==> src/rtl/lcd_scanout.sv <==
// LCD scan-out: raster timing, incremental frame-buffer addressing and pixel-to-RGB conversion.
// Define LCD_SCANOUT_DOUBLE_EN for 2x scaling (320x288 active); the default build is 1:1 (160x144).
module lcd_scanout #(
  parameter int H_FRONT = 16,
  parameter int H_SYNC  = 32,
  parameter int H_BACK  = 48,
  parameter int V_FRONT = 3,
  parameter int V_SYNC  = 4,
  parameter int V_BACK  = 15
) (
  input  logic        clk,
  input  logic        reset,
  input  logic        ce_pix,
  input  logic        on,
  input  logic        isGBC,
  output logic [14:0] rd_addr,
  input  logic [14:0] rd_data,
  output logic [7:0]  r,
  output logic [7:0]  g,
  output logic [7:0]  b,
  output logic        hs,
  output logic        vs,
  output logic        hblank,
  output logic        vblank,
  output logic        de
);

`ifdef LCD_SCANOUT_DOUBLE_EN
  localparam int HA = 320;
  localparam int VA = 288;
`else
  localparam int HA = 160;
  localparam int VA = 144;
`endif

  localparam int HT = HA + H_FRONT + H_SYNC + H_BACK;
  localparam int VT = VA + V_FRONT + V_SYNC + V_BACK;
  localparam int HW = $clog2(HT);
  localparam int VW = $clog2(VT);

  localparam logic [HW-1:0] H_LAST     = HW'(HT - 1);
  localparam logic [HW-1:0] H_ACT      = HW'(HA);
  localparam logic [HW-1:0] H_ACT_LAST = HW'(HA - 1);
  localparam logic [HW-1:0] HS_START   = HW'(HA + H_FRONT);
  localparam logic [HW-1:0] HS_END     = HW'(HA + H_FRONT + H_SYNC - 1);
  localparam logic [VW-1:0] V_LAST     = VW'(VT - 1);
  localparam logic [VW-1:0] VF_START   = VW'(VA);
  localparam logic [VW-1:0] VS_START   = VW'(VA + V_FRONT);
  localparam logic [VW-1:0] VB_START   = VW'(VA + V_FRONT + V_SYNC);
  localparam logic [14:0]   LINE_WORDS = 15'd160;

  typedef enum logic [1:0] {ACTIVE, VFRONT, VSYNC, VBACK} vstate_t;

  vstate_t       state_q, state_d;
  logic [HW-1:0] hcnt_q, hcnt_d;
  logic [VW-1:0] vcnt_q, vcnt_d;
  logic [14:0]   line_base_q, line_base_d;
  logic [14:0]   rd_addr_q, rd_addr_d;
  logic [7:0]    r_q, g_q, b_q;
  logic          hs_q, vs_q, hblank_q, vblank_q, de_q;

  logic          h_wrap, v_wrap, h_act, v_act, h_act_d, v_act_d, pix_act, line_end, hs_cur;
  logic [14:0]   addr_inc;
  logic [23:0]   rgb_pix;

  function automatic logic [7:0] expand5(input logic [4:0] c);
    return {c, c[4:2]};
  endfunction

  assign h_wrap  = (hcnt_q == H_LAST);
  assign v_wrap  = h_wrap && (vcnt_q == V_LAST);
  assign hcnt_d  = h_wrap ? '0 : hcnt_q + 1'b1;
  assign vcnt_d  = h_wrap ? (v_wrap ? '0 : vcnt_q + 1'b1) : vcnt_q;
  assign h_act   = (hcnt_q < H_ACT);
  assign v_act   = (state_q == ACTIVE);
  assign h_act_d = (hcnt_d < H_ACT);
  assign v_act_d = (state_d == ACTIVE);
  assign pix_act = h_act && v_act;
  assign hs_cur  = (hcnt_q >= HS_START) && (hcnt_q <= HS_END);

  always_comb begin
    state_d = state_q;
    if (h_wrap) begin
      case (state_q)
        ACTIVE:  if (vcnt_d == VF_START) state_d = VFRONT;
        VFRONT:  if (vcnt_d == VS_START) state_d = VSYNC;
        VSYNC:   if (vcnt_d == VB_START) state_d = VBACK;
        VBACK:   if (v_wrap)             state_d = ACTIVE;
        default:                         state_d = ACTIVE;
      endcase
    end
  end

  // Base advances at the last active pixel so it is ready when the next line starts.
`ifdef LCD_SCANOUT_DOUBLE_EN
  assign line_end = v_act && (hcnt_q == H_ACT_LAST) && vcnt_q[0];
  assign addr_inc = {14'd0, ~hcnt_d[0]};
`else
  assign line_end = v_act && (hcnt_q == H_ACT_LAST);
  assign addr_inc = 15'd1;
`endif

  always_comb begin
    line_base_d = line_base_q;
    if (v_wrap)        line_base_d = '0;
    else if (line_end) line_base_d = line_base_q + LINE_WORDS;
  end

  always_comb begin
    rd_addr_d = rd_addr_q;
    if (h_act_d && v_act_d) begin
      if (hcnt_d == '0) rd_addr_d = line_base_d;
      else              rd_addr_d = rd_addr_q + addr_inc;
    end
  end

  always_comb begin
    rgb_pix = '0;
    if (!on) begin
      rgb_pix = 24'hFFFFFF;
    end else if (isGBC) begin
      rgb_pix = {expand5(rd_data[4:0]), expand5(rd_data[9:5]), expand5(rd_data[14:10])};
    end else begin
      case (rd_data[1:0])
        2'd0:    rgb_pix = 24'hFFFFFF;
        2'd1:    rgb_pix = 24'hAAAAAA;
        2'd2:    rgb_pix = 24'h555555;
        default: rgb_pix = 24'h000000;
      endcase
    end
  end

  always_ff @(posedge clk or posedge reset) begin
    if (reset) begin
      state_q     <= ACTIVE;
      hcnt_q      <= '0;
      vcnt_q      <= '0;
      line_base_q <= '0;
      rd_addr_q   <= '0;
      r_q         <= '0;
      g_q         <= '0;
      b_q         <= '0;
      hs_q        <= 1'b0;
      vs_q        <= 1'b0;
      hblank_q    <= 1'b0;
      vblank_q    <= 1'b0;
      de_q        <= 1'b0;
    end else if (ce_pix) begin
      state_q     <= state_d;
      hcnt_q      <= hcnt_d;
      vcnt_q      <= vcnt_d;
      line_base_q <= line_base_d;
      rd_addr_q   <= rd_addr_d;
      r_q         <= pix_act ? rgb_pix[23:16] : 8'd0;
      g_q         <= pix_act ? rgb_pix[15:8]  : 8'd0;
      b_q         <= pix_act ? rgb_pix[7:0]   : 8'd0;
      hs_q        <= hs_cur;
      vs_q        <= (state_q == VSYNC);
      hblank_q    <= !h_act;
      vblank_q    <= !v_act;
      de_q        <= pix_act;
    end
  end

  assign rd_addr = rd_addr_q;
  assign r       = r_q;
  assign g       = g_q;
  assign b       = b_q;
  assign hs      = hs_q;
  assign vs      = vs_q;
  assign hblank  = hblank_q;
  assign vblank  = vblank_q;
  assign de      = de_q;

endmodule

==> config.mk <==
export PLATFORM = sky130hd
export DESIGN_NAME = lcd_scanout
export DESIGN_NICKNAME = d
export VERILOG_FILES = /design/src/rtl/lcd_scanout.sv
export SDC_FILE = /design/constraint.sdc
export NUM_CORES = 1
export LEC_CHECK = 0
export BUFFER_PORTS_ARGS = -buffer_cell sky130_fd_sc_hd__buf_4
export CELL_PAD_IN_SITES_DETAIL_PLACEMENT = 1
export CELL_PAD_IN_SITES_GLOBAL_PLACEMENT = 1
export CORE_UTILIZATION = 30
export DETAILED_ROUTE_END_ITERATION = 10
export GPL_TIMING_DRIVEN = 0
export PLACE_DENSITY = 0.6
export SETUP_SLACK_MARGIN = 0.05
export SYNTH_ARGS = -nofsm -noshare
export SYNTH_HDL_FRONTEND = slang
export SYNTH_SLANG_ARGS = --single-unit
==> constraint.sdc <==
create_clock -name clk -period 3 [get_ports clk]
set_clock_uncertainty 0.1 [all_clocks]
set_input_delay 0.45 -clock clk [delete_from_list [all_inputs] [get_ports clk]]
set_output_delay 0.45 -clock clk [all_outputs]
set_load 0.05 [all_outputs]
======== After elaboration in Yosys (flattened, before gate mapping) ========
Cells that the tools add are included.
storage, ports and cells
  register bits after elaboration ......... 77
  latch bits .............................. 0
  RAM bits ................................ 0
  bits in read-only memories .............. 0
  input bits .............................. 20
  output and inout bits ................... 44
  word-level logic and storage cells ...... 62
  memories ................................ 0
operators by class
  $add $sub $neg .......................... 4
  multipliers ............................. 0
  divide/modulo/power cells ............... 0
  order comparisons ....................... 4
  equality and inequality tests ........... 11
  shift operators ......................... 0
  multiplexer cells ....................... 18
  bitwise logic cells ..................... 0
  reduce and logical (&&, ||, !) cells .... 12
operators with widths
  cell                     count
  $pmux W24 S3             1
  $eq A8 B8 Y1 const B     6
  $mux W24                 2
  $mux W8                  6
  $mux W15                 3
  $add A8 B1 Y8 const B    2
  $lt A8 B8 Y1 const B     2
  $add A15 B1 Y15 const B  1
  $add A15 B8 Y15 const B  1
  $mux W2                  5
  $ge A8 B8 Y1 const B     1
  $le A8 B8 Y1 const B     1
  $logic_not A8 Y1         1
  $pmux W2 S4              1
  $eq A2 B2 Y1 const B     3
  $logic_not A2 Y1         3
  $logic_and A1 B1 Y1      5
  $eq A2 B1 Y1 const B     2
  $logic_not A1 Y1         2
  $reduce_and A2 Y1        1

======== Depth between registers and ports, before layout ========
Gate-level depths: netlist (run 1).
  word-level depth ........................ 11
  mapped depth ............................ 11
  mapped depth without buffers ............ 10

======== Least setup slack after synthesis (run 1) ========
Ideal clock, no wire load.
  path kind ............................... register -> register
  from .................................... reg vcnt_q[0]
  to ...................................... reg rd_addr_q[0] (netlist: rd_addr[0])
  setup time .............................. 124 ps
  arrival ................................. 2434 ps
  required time ........................... 2776 ps
  path slack .............................. 342 ps
  stages on the path, launching flop included .. 11
  buffers on the path ..................... 1
  period minus slack after synthesis ...... 2658 ps
  cell sequence ........................... dfrtp_1 > ha_1 > and4_1 > and4b_1 > o2111ai_1 > a2111oi_4 > o211a_1 > o31ai_2 > buf_6 > nor2_1 > a211o_1
on the way
  cells in the longest elaborated chain, start to end .. 11
  elaborated cells on any way between the ends .. 19
  those cells by class .................... 1 x add/sub; 4 x eq/ne; 10 x mux; 4 x reduce/logical
RTL lines
  item                                                                    line  RTL
  start: declaration                                                      56    logic [VW-1:0] vcnt_q, vcnt_d;
  start signal: assignment                                                151   vcnt_q <= vcnt_d;
  parallel branches: the longest is 11 deep, another holds $add A8 B1 Y8  --
  end signal: assignment                                                  153   rd_addr_q <= rd_addr_d;
  end: declaration                                                        58    logic [14:0] rd_addr_q, rd_addr_d;
Parallel ways; which one is timed is not known.
A chain may end at the register's enable or synchronous reset.

======== Final worst setup path (run 1) ========
  from .................................... reg vcnt_q[2]
  to ...................................... reg rd_addr_q[0] (netlist: rd_addr[0])
The elaborated chain is that of the path after synthesis.

==> impl_summary.md, run 1 <==
Outcome
The run finished, with violations left. The final reports fail on design-rule violations.

Placement
The instance count after placement with tap cells included is around 720. Summing all placed instances gives a cell area of 4980 sq um. Input and output buffers added on the ports amount to 62. The congestion estimate from routability-driven global placement came to 0.794. The sum of net half-perimeters after detailed placement is roughly 9.2 mm. The worst slack at placement is -0.309 ns.

Synth
sky130_fd_sc_hd__dfrtp_1 takes more of the synthesized area than any other cell. Ranked by total cell area, the synthesized netlist is headed by sky130_fd_sc_hd__dfrtp_1 45%, sky130_fd_sc_hd__a21oi_1 5.1%, sky130_fd_sc_hd__o21ai_0 3.9%. The synthesized design contains 0 enable-type register cells. After synthesis, the mean cell area works out to ~9.0 sq um. In the synthesized netlist the async set-or-reset flop fraction comes to 100%. The dominant synthesized flop cell is sky130_fd_sc_hd__dfrtp_1. During synthesis, Yosys emitted a total of 0 warnings. The cell count after synthesis came out at between 400 and 500.

Summing the sequential cell areas from Yosys gives between 40% and 50% of the chip area. The net count after synthesis is 501. After synthesis, the netlist uses a little under 60 different library cells. Summed over its instances, the top area cell type makes up between 40% and 50% of the synthesized netlist area. The register bit count reported by yosys is 77. The synthesized netlist occupies a cell area of 4260 sq um.

Worst setup path
The category of the worst setup path launch point is a register. The most used cell along the critical path is sky130_fd_sc_hd__buf_6. The critical path goes through buf_6 > and3_4 > and3_4 > buf_6 > a211o_1 > a2111oi_4 > buf_4 > a31oi_2 > o31ai_4 > buf_6 > nor2_1 > a211o_1.

STA puts the critical path data required time at approximately 3.1 ns. The slowest stage of the critical path belongs to the cell sky130_fd_sc_hd__a2111oi_4. The critical path contains buffers and inverters numbering 4 combined. The kind of cell adding the most delay to the critical path is compound AO/OA/AOI/OAI gates. The worst setup path is of the register to register kind. The critical path data arrival time is 3.03 ns.

The setup check on the worst reg-to-reg path leaves a slack of between 0.1 and 0.15 ns. The element type at the critical path end is a register. Along the worst path, the maximum fanout reaches 10.

The largest stage delay on the critical path is around 0.45 ns.

Floorplanning
For this configuration, the core starts out at a cell density of 30.7%. The floorplan step defined a core boundary enclosing roughly 14000 sq um. The overall die height is around 120 microns. The die is about 120 microns wide. The overall die area is 14700 sq um. For this design the top-level I/O count stands at 64. The total number of placement rows is 43.

Power
The analysis attributes to cell leakage a power of approximately 2.5 nW. The clock network is responsible for a little under a third of the overall power. The power per standard cell area is ~650 nW/um^2.

The power after layout is ~3.6 mW. VDD sags by at most between 200 and 250 uV. The switching power of the nets is 1.40 mW. Sequential cells account for 36.5% of the total power. Per report_power, the combinational group accounts for 32.6% of the total.

The switching share of power is roughly two fifths. The internal portion of the total power is about 2.2 mW.

Route
The final routed DRC violation total is 2. Dividing the detail-routed wire length by the instance count gives about 17 microns. The final layout contains routed wiring with a total length of 13.0 mm.

The first detailed-routing pass took 7 iterations. The number of routed nets with antenna violations is 0. The number of DRC markers in iteration 0 is 184.

The detailed router placed about 3900 vias in this run. Using the TritonRoute via totals, the vias-per-cell ratio works out to between 5 and 6.

Final layout
The count of cells in the finished layout, fillers not included, comes to approximately 750. From synthesis to final layout, the design area changed by 29.1%. The final instance area is between 5000 and 6000 sq um. The antenna diode instance count is 0. The count of nets after finishing is around 590.

The fraction of layout cells with a size suffix above 1 is about a quarter.

Clock tree
The count of H-tree levels built during CTS is 3. Counting the buffers created by CTS gives 9. The clock insertion delay at the later pin of the skew report is 0.35 ns. The buffer levels on the longest clock path is 2.

The clock net sink count is a little under 80. The TritonCTS clock tree is yes. The root cell of the clock tree is sky130_fd_sc_hd__clkbuf_16. The clock-pin transition on the worst setup and hold timing paths is ~0.07 ns.

Global routing
The remaining global-route overflow is 0. The global-route usage over all layers is a little under a fifth. The number of global-route vias before repair came to approximately 4000. Entering global routing, the biggest net connects 52 pins. The initial antenna violation count came to 0. The global-route wire length before repair is about 21 mm.

Min path
In this run the worst hold path is classified as primary input to register.

Run
The number of max-capacitance violations reported is 0.

Timing
The worst slew margin relative to its limit is 57.7%. Hold is met by between 0.2 and 0.3 ns. For the pin with the worst max-slew slack, the measured transition is 0.634 ns. The count of pins over their slew limit was 0. Setup violations remaining at the end of the flow were counted as 0. The final critical path time including I/O delays and setup is around 2.9 ns. Setup repair after global routing left no endpoint under its margin.

The maximum clock frequency is between 300 and 400 MHz. The worst path uses between 90% and 100% of the clock period. The number of failing hold endpoints at the final stage is 0.

After layout, the worst setup slack is 0.111 ns.
[layout make-up]
class                   count  area (sq um)
fillers                  1636          8380
multi-input cells         330          2150
flip-flops and latches     77          1930
repair buffers             75           586
clock buffers               9           225
well taps                 180           225
plain buffers              33           180
inverters                  36           138
clock inverters             7          62.6
[sequential cells by signal, indices dropped and copies added (netlist names)]
register and count:
line_base_q 15, rd_addr 15, b 8, g 8, hcnt_q 8, r 8
vcnt_q 8, state_q 2, de 1, hblank 1, hs 1, vblank 1
vs 1
[worst reg2reg max path: stages (launching register included)]
cell and delay, ns:
sky130_fd_sc_hd__dfrtp_1 0.37, sky130_fd_sc_hd__buf_6 0.14, sky130_fd_sc_hd__and3_4 0.20, sky130_fd_sc_hd__and3_4 0.17, sky130_fd_sc_hd__buf_6 0.12, sky130_fd_sc_hd__a211o_1 0.34, sky130_fd_sc_hd__a2111oi_4 0.45, sky130_fd_sc_hd__buf_4 0.18
sky130_fd_sc_hd__a31oi_2 0.10, sky130_fd_sc_hd__o31ai_4 0.12, sky130_fd_sc_hd__buf_6 0.21, sky130_fd_sc_hd__nor2_1 0.06, sky130_fd_sc_hd__a211o_1 0.22
[metrics by stage]
| stage | setup TNS [ns] | utilization [%] |
|---|---|---|
| 6_report | 0 | 39.6 |
| 3_5_place_dp | -3.68 | 35.9 |
| 5_1_grt | 0 | 39.6 |
| 4_1_cts | 0 | 38.5 |
| 3_3_place_gp | -58.46 | 35.7 |
| 2_1_floorplan | 0 | - |
[layout by cell type, fill, tap and decap left out, drive strengths merged, types with 4 or more instances in the layout]
master / instances
buf: 89
dfrtp: 77
a21oi: 43
inv: 41
o21ai: 39
nand2: 35
nor2: 32
clkbuf: 27
o22ai: 25
nand3: 21
a31oi: 11
xnor2: 10
nor3: 10
and3: 10
mux2: 9
o31ai: 8
nand4: 7
and2: 7
nand2b: 5
o22a: 5
mux2i: 5
ha: 5
nor2b: 4
or3: 4
[kinds of logic after synthesis]
group,share of synthesized area [%]
DFF,45.2
xor gates and xnor gates,2.47
AOI/OAI and AO/OA,22.4
adders and majority gates,1.47
buffers and inverters,7.05
muxes,3.55
and+or+nand+nor,17.8
[cells in the mapped netlist, types with 3 or more instances]
library cell	count
sky130_fd_sc_hd__a21oi_1	43
sky130_fd_sc_hd__a31oi_1	11
sky130_fd_sc_hd__and2_1	7
sky130_fd_sc_hd__and3_1	7
sky130_fd_sc_hd__buf_1	3
sky130_fd_sc_hd__buf_2	6
sky130_fd_sc_hd__buf_4	3
sky130_fd_sc_hd__buf_6	3
sky130_fd_sc_hd__clkbuf_1	18
sky130_fd_sc_hd__dfrtp_1	77
sky130_fd_sc_hd__ha_1	5
sky130_fd_sc_hd__inv_1	36
sky130_fd_sc_hd__mux2_2	9
sky130_fd_sc_hd__mux2i_1	5
sky130_fd_sc_hd__nand2_1	34
sky130_fd_sc_hd__nand2b_1	5
sky130_fd_sc_hd__nand3_1	20
sky130_fd_sc_hd__nand4_1	7
sky130_fd_sc_hd__nor2_1	31
sky130_fd_sc_hd__nor2b_1	4
sky130_fd_sc_hd__nor3_1	10
sky130_fd_sc_hd__o21ai_0	33
sky130_fd_sc_hd__o21ai_1	6
sky130_fd_sc_hd__o22a_1	5
sky130_fd_sc_hd__o22ai_1	25
sky130_fd_sc_hd__o31ai_1	7
sky130_fd_sc_hd__or3_1	4
sky130_fd_sc_hd__xnor2_1	10
[final timing paths]
| check | from | endpoint | depth (start not counted) |
|---|---|---|---|
| max in group asynchronous | reset | hcnt_q[1] | 4 |
| worst max register to register | vcnt_q[2] | rd_addr[0] | 12 |
| worst min-delay path | rd_data[3] | r[1] | 3 |
| worst min register to register | line_base_q[0] | line_base_q[0] | 1 |
| min in group asynchronous | reset | g[4] | 3 |
| worst max-delay path | vcnt_q[2] | rd_addr[0] | 12 |
[power by group through the flow]
stage,logic (mW),registers [mW],clock network (mW)
floorplan,0.453,1.61,0
global placement,1.08,1.31,0
detailed placement,1.11,1.31,0
CTS,1.14,1.30,1.13
global route,1.26,1.31,1.17
finish,1.16,1.30,1.10
[routing by layer]
metal  vias to the layer above  wire length (microns)  part of all wire, %  GRT usage, %
li1                       1888                      -                    -             -
met5                         -                      0                    0             0
met4                         0                    270                  2.1          8.02
met3                        18                    724                  5.6          4.75
met2                        76                   6140                   47          29.4
met1                      1925                   5900                   45          24.0
[timing repair]
| item | in CTS | in global routing |
|---|---|---|
| setup endpoints to repair | 16 | 15 |
| pin swaps | 0 | 5 |
| hold buffers | 1 | 0 |
| buffers inserted | 1 | 10 |
| gates resized for setup | 14 | 24 |
| endpoints found under the hold margin | 4 | 0 |
Note: power is estimated with default switching activity, not from simulation.
==> run 2, diff against run 1 <==
CELL_PAD_IN_SITES_DETAIL_PLACEMENT = default   (was 1)
CELL_PAD_IN_SITES_GLOBAL_PLACEMENT = default   (was 1)
PLACE_DENSITY = 0.48   (was 0.6)
==> run 2 against run 1 <==
  * The flow now finishes without violations
  * Global-route usage shrank 1.4 points
  * Via count decreased by 3.0%
  * Final cell count shrank 1.6%
  * Clock-buffer cell count is 1 higher
  * Setup slack better by 0.064 ns
  * Fmax increased by 2.3%
  * Final area is 1.0% lower
  * Sequential power about the same
  * Worst hold slack improved by 0.0082 ns
  * Non-clock buffer count fell by 10
  * Register-to-register slack gained 0.06 ns
  * Largest power group unchanged
  * Highest routed layer unchanged
==> impl_summary.md, run 2 (synthesis gave the netlist of run 1 again) <==
Final layout
0 antenna diodes ended up in the layout. The final instance area is about 5400 sq um. The layout overhead on the synthesized area is 27.8%.

The most common cell after layout, fill and taps aside is sky130_fd_sc_hd__dfrtp_1. The number of fill cells is about 1400. The combined flip-flop and latch cell area is about 1900 sq um.

In the layout the commonest cells are 75 x sky130_fd_sc_hd__dfrtp_1, 67 x sky130_fd_sc_hd__buf_4, 43 x sky130_fd_sc_hd__a21oi_1. The count of nets after finishing is ~580. The final core utilization is 39.2%.

The fraction of layout cells with a size suffix above 1 is between 20% and 30%. The multi-input logic area is between 2000 and 2500 sq um.

Route
After the first detailed-routing iteration, the DRC count stood at 254. After detailed routing, the average wire length per cell comes to between 15 and 20 microns. The pre-antenna-repair detailed-routing pass consisted of 4 iterations.

The number of routed nets with antenna violations is 0. In the routed design, unresolved DRC markers number 0. Using the TritonRoute via totals, the vias-per-cell ratio works out to ~5.2.

The routed design has 11.7 mm of wire. For this block, the via count after detailed routing is about 3800.

Global routing
The maximum number of pins on one net before global-route repair is approximately 60. The remaining global-route overflow is 0. The number of global-route vias before repair was about 3700. The initial antenna violation count is 0.

The first global-routing pass estimated roughly 20 mm of wire. Global routing consumed, over all layers together, approximately 17% of the routing resources.

Timing
The tightest hold margin is approximately 0.28 ns. The count of pins over their slew limit is 0. The final critical path time including I/O delays and setup is ~2.8 ns.

Setup repair after global routing left no endpoint under its margin. The final sum of negative setup slack is 0 ns. The worst-margin pin slew is roughly 0.6 ns.

The maximum clock frequency is about 350 MHz. The final critical-path share of the clock period is 94.2%. The number of failing hold endpoints at the final stage was 0. Setup violations remaining at the end of the flow were counted as 0. In this run the tightest slew margin relative to its limit is between 60% and 70%.

Worst setup path
The worst register-to-register path begins at vcnt_q[2]. The critical path class is register to register. The required time reported for the critical path endpoint is between 3 and 4 ns.

The worst setup path is captured at a register. The category of the worst setup path launch point is a register. The critical path data arrival time is between 2 and 3 ns. The worst register-to-register path ends at rd_addr[0].

Along the worst path, the maximum fanout reaches 10. The worst setup slack for register-to-register paths is 0.18 ns. The worst reg2reg path depth is 12.

Power
The total leakage power is approximately 2.5 nW. The power after layout is 3.68 mW. In this run the power density over the cells is approximately 680 nW/um^2.

The maximum vdd drop is between 200 and 300 uV.

Min path
The launch instance of the worst min-delay path is rd_data[11]. The depth of the worst hold-timing path is 3. The endpoint with the worst hold slack is b[4]. The worst hold path belongs to the class primary input to register.

Clock tree
For the worst-skew pair, the clock arrives at the later sink with an insertion delay of 0.34 ns. Clock tree synthesis selected as its root buffer the cell sky130_fd_sc_hd__clkbuf_16. The number of clock buffers added by TritonCTS is 9.

CTS built an H-tree with a depth of 3. The clock net sink count is between 70 and 80. After clock tree synthesis, the clock-pin slew on the worst setup and hold paths is ~0.06 ns.

The buffer levels on the longest clock path is 2. The TritonCTS clock tree is yes.

Floorplanning
During I/O placement, the number of pins put on the boundary was 64. The overall die area is ~15000 sq um. The total area inside the core boundary comes to roughly 14000 sq um. The starting density of the core is 30.7%.

The total number of placement rows is 43. The overall die height is around 120 microns. The floorplan step set the die width to 121 microns.

Run
Max-cap violations in this run came to 0.

Placement
The HPWL after detailed placement is about 8.2 mm. The congestion estimate from routability-driven global placement came to ~0.82. Port buffering added 62 buffers.

The placed instances occupy a cell area of about 5000 sq um.

Outcome
The flow ran to the end, and the final reports show no timing, DRC or antenna violations.
==> run 2: changes by cell type in the layout (fill, tap and decap cells not counted), sizes merged <==
| cell | change |
|---|---|
| clkinv | -1 |
| bufinv | +3 |
| buf | -9 |
| inv | -5 |
==> run 2: per-layer routing <==
metal | track usage, % | up-vias | share of wire, %
met4 | 6.25 | 0 | 1.5
met1 | 22.5 | 1835 | 46
met3 | 5.73 | 13 | 5.9
met5 | 0 | - | 0
met2 | 26.3 | 86 | 46
li1 | - | 1857 | -
==> run 2: area by class of cell <==
class	instances	share of cell area [%]
flip-flops and latches	77	35.4
clock inverters	4	1.79
multi-input cells	330	39.1
inverters	36	2.53
well taps	180	4.14
repair buffers	66	9.52
clock buffers	10	4.39
plain buffers	32	3.13
==> run 2: power breakdown <==
| part | total [mW] | leakage, nW | switching (mW) | internal, mW |
|---|---|---|---|---|
| registers | 1.30 | 0.972 | 0.128 | 1.17 |
| clock network | 1.26 | 0.161 | 0.438 | 0.826 |
| logic | 1.12 | 1.33 | 0.732 | 0.384 |
==> run 2: worst max-delay path, cell delays in order (launching register included) <==
cell and delay (ns):
sky130_fd_sc_hd__dfrtp_1 0.37, sky130_fd_sc_hd__buf_6 0.14, sky130_fd_sc_hd__and3_4 0.20, sky130_fd_sc_hd__and3_4 0.18, sky130_fd_sc_hd__buf_6 0.12, sky130_fd_sc_hd__a211o_1 0.33
sky130_fd_sc_hd__a2111oi_4 0.41, sky130_fd_sc_hd__buf_4 0.18, sky130_fd_sc_hd__a31oi_2 0.10, sky130_fd_sc_hd__o31ai_4 0.12, sky130_fd_sc_hd__buf_6 0.20, sky130_fd_sc_hd__nor2_1 0.05
sky130_fd_sc_hd__a211o_1 0.22
==> run 2: worst max path at each step <==
stage / slack, ns / start / depth (start not counted) / to
after floorplan: 0.34 / vcnt_q[0] / 10 / rd_addr[0]
after global placement: -0.68 / reset / 2 / vcnt_q[4]
after detailed placement: -0.28 / hcnt_q[0] / 9 / rd_addr[8]
after CTS: 0.06 / hcnt_q[0] / 11 / rd_addr[14]
after global routing: 0.05 / hcnt_q[1] / 10 / rd_addr[7]
final: 0.18 / vcnt_q[2] / 12 / rd_addr[0]
==> run 2: timing repair <==
item                                   in CTS  in global routing
endpoints found under the hold margin      19                  0
gates resized for setup                    10                 17
hold buffers                                1                  0
setup endpoints to repair                  16                 17
pin swaps                                   0                  1
setup buffers                               0                  2
==> run 2: through the flow <==
step | setup WS [ns] | std cells
floorplan | 0.342 | 476
global placement | -0.681 | 718
detailed placement | -0.278 | 719
CTS | 0.0564 | 734
global route | 0.0509 | 735
finish | 0.175 | 735
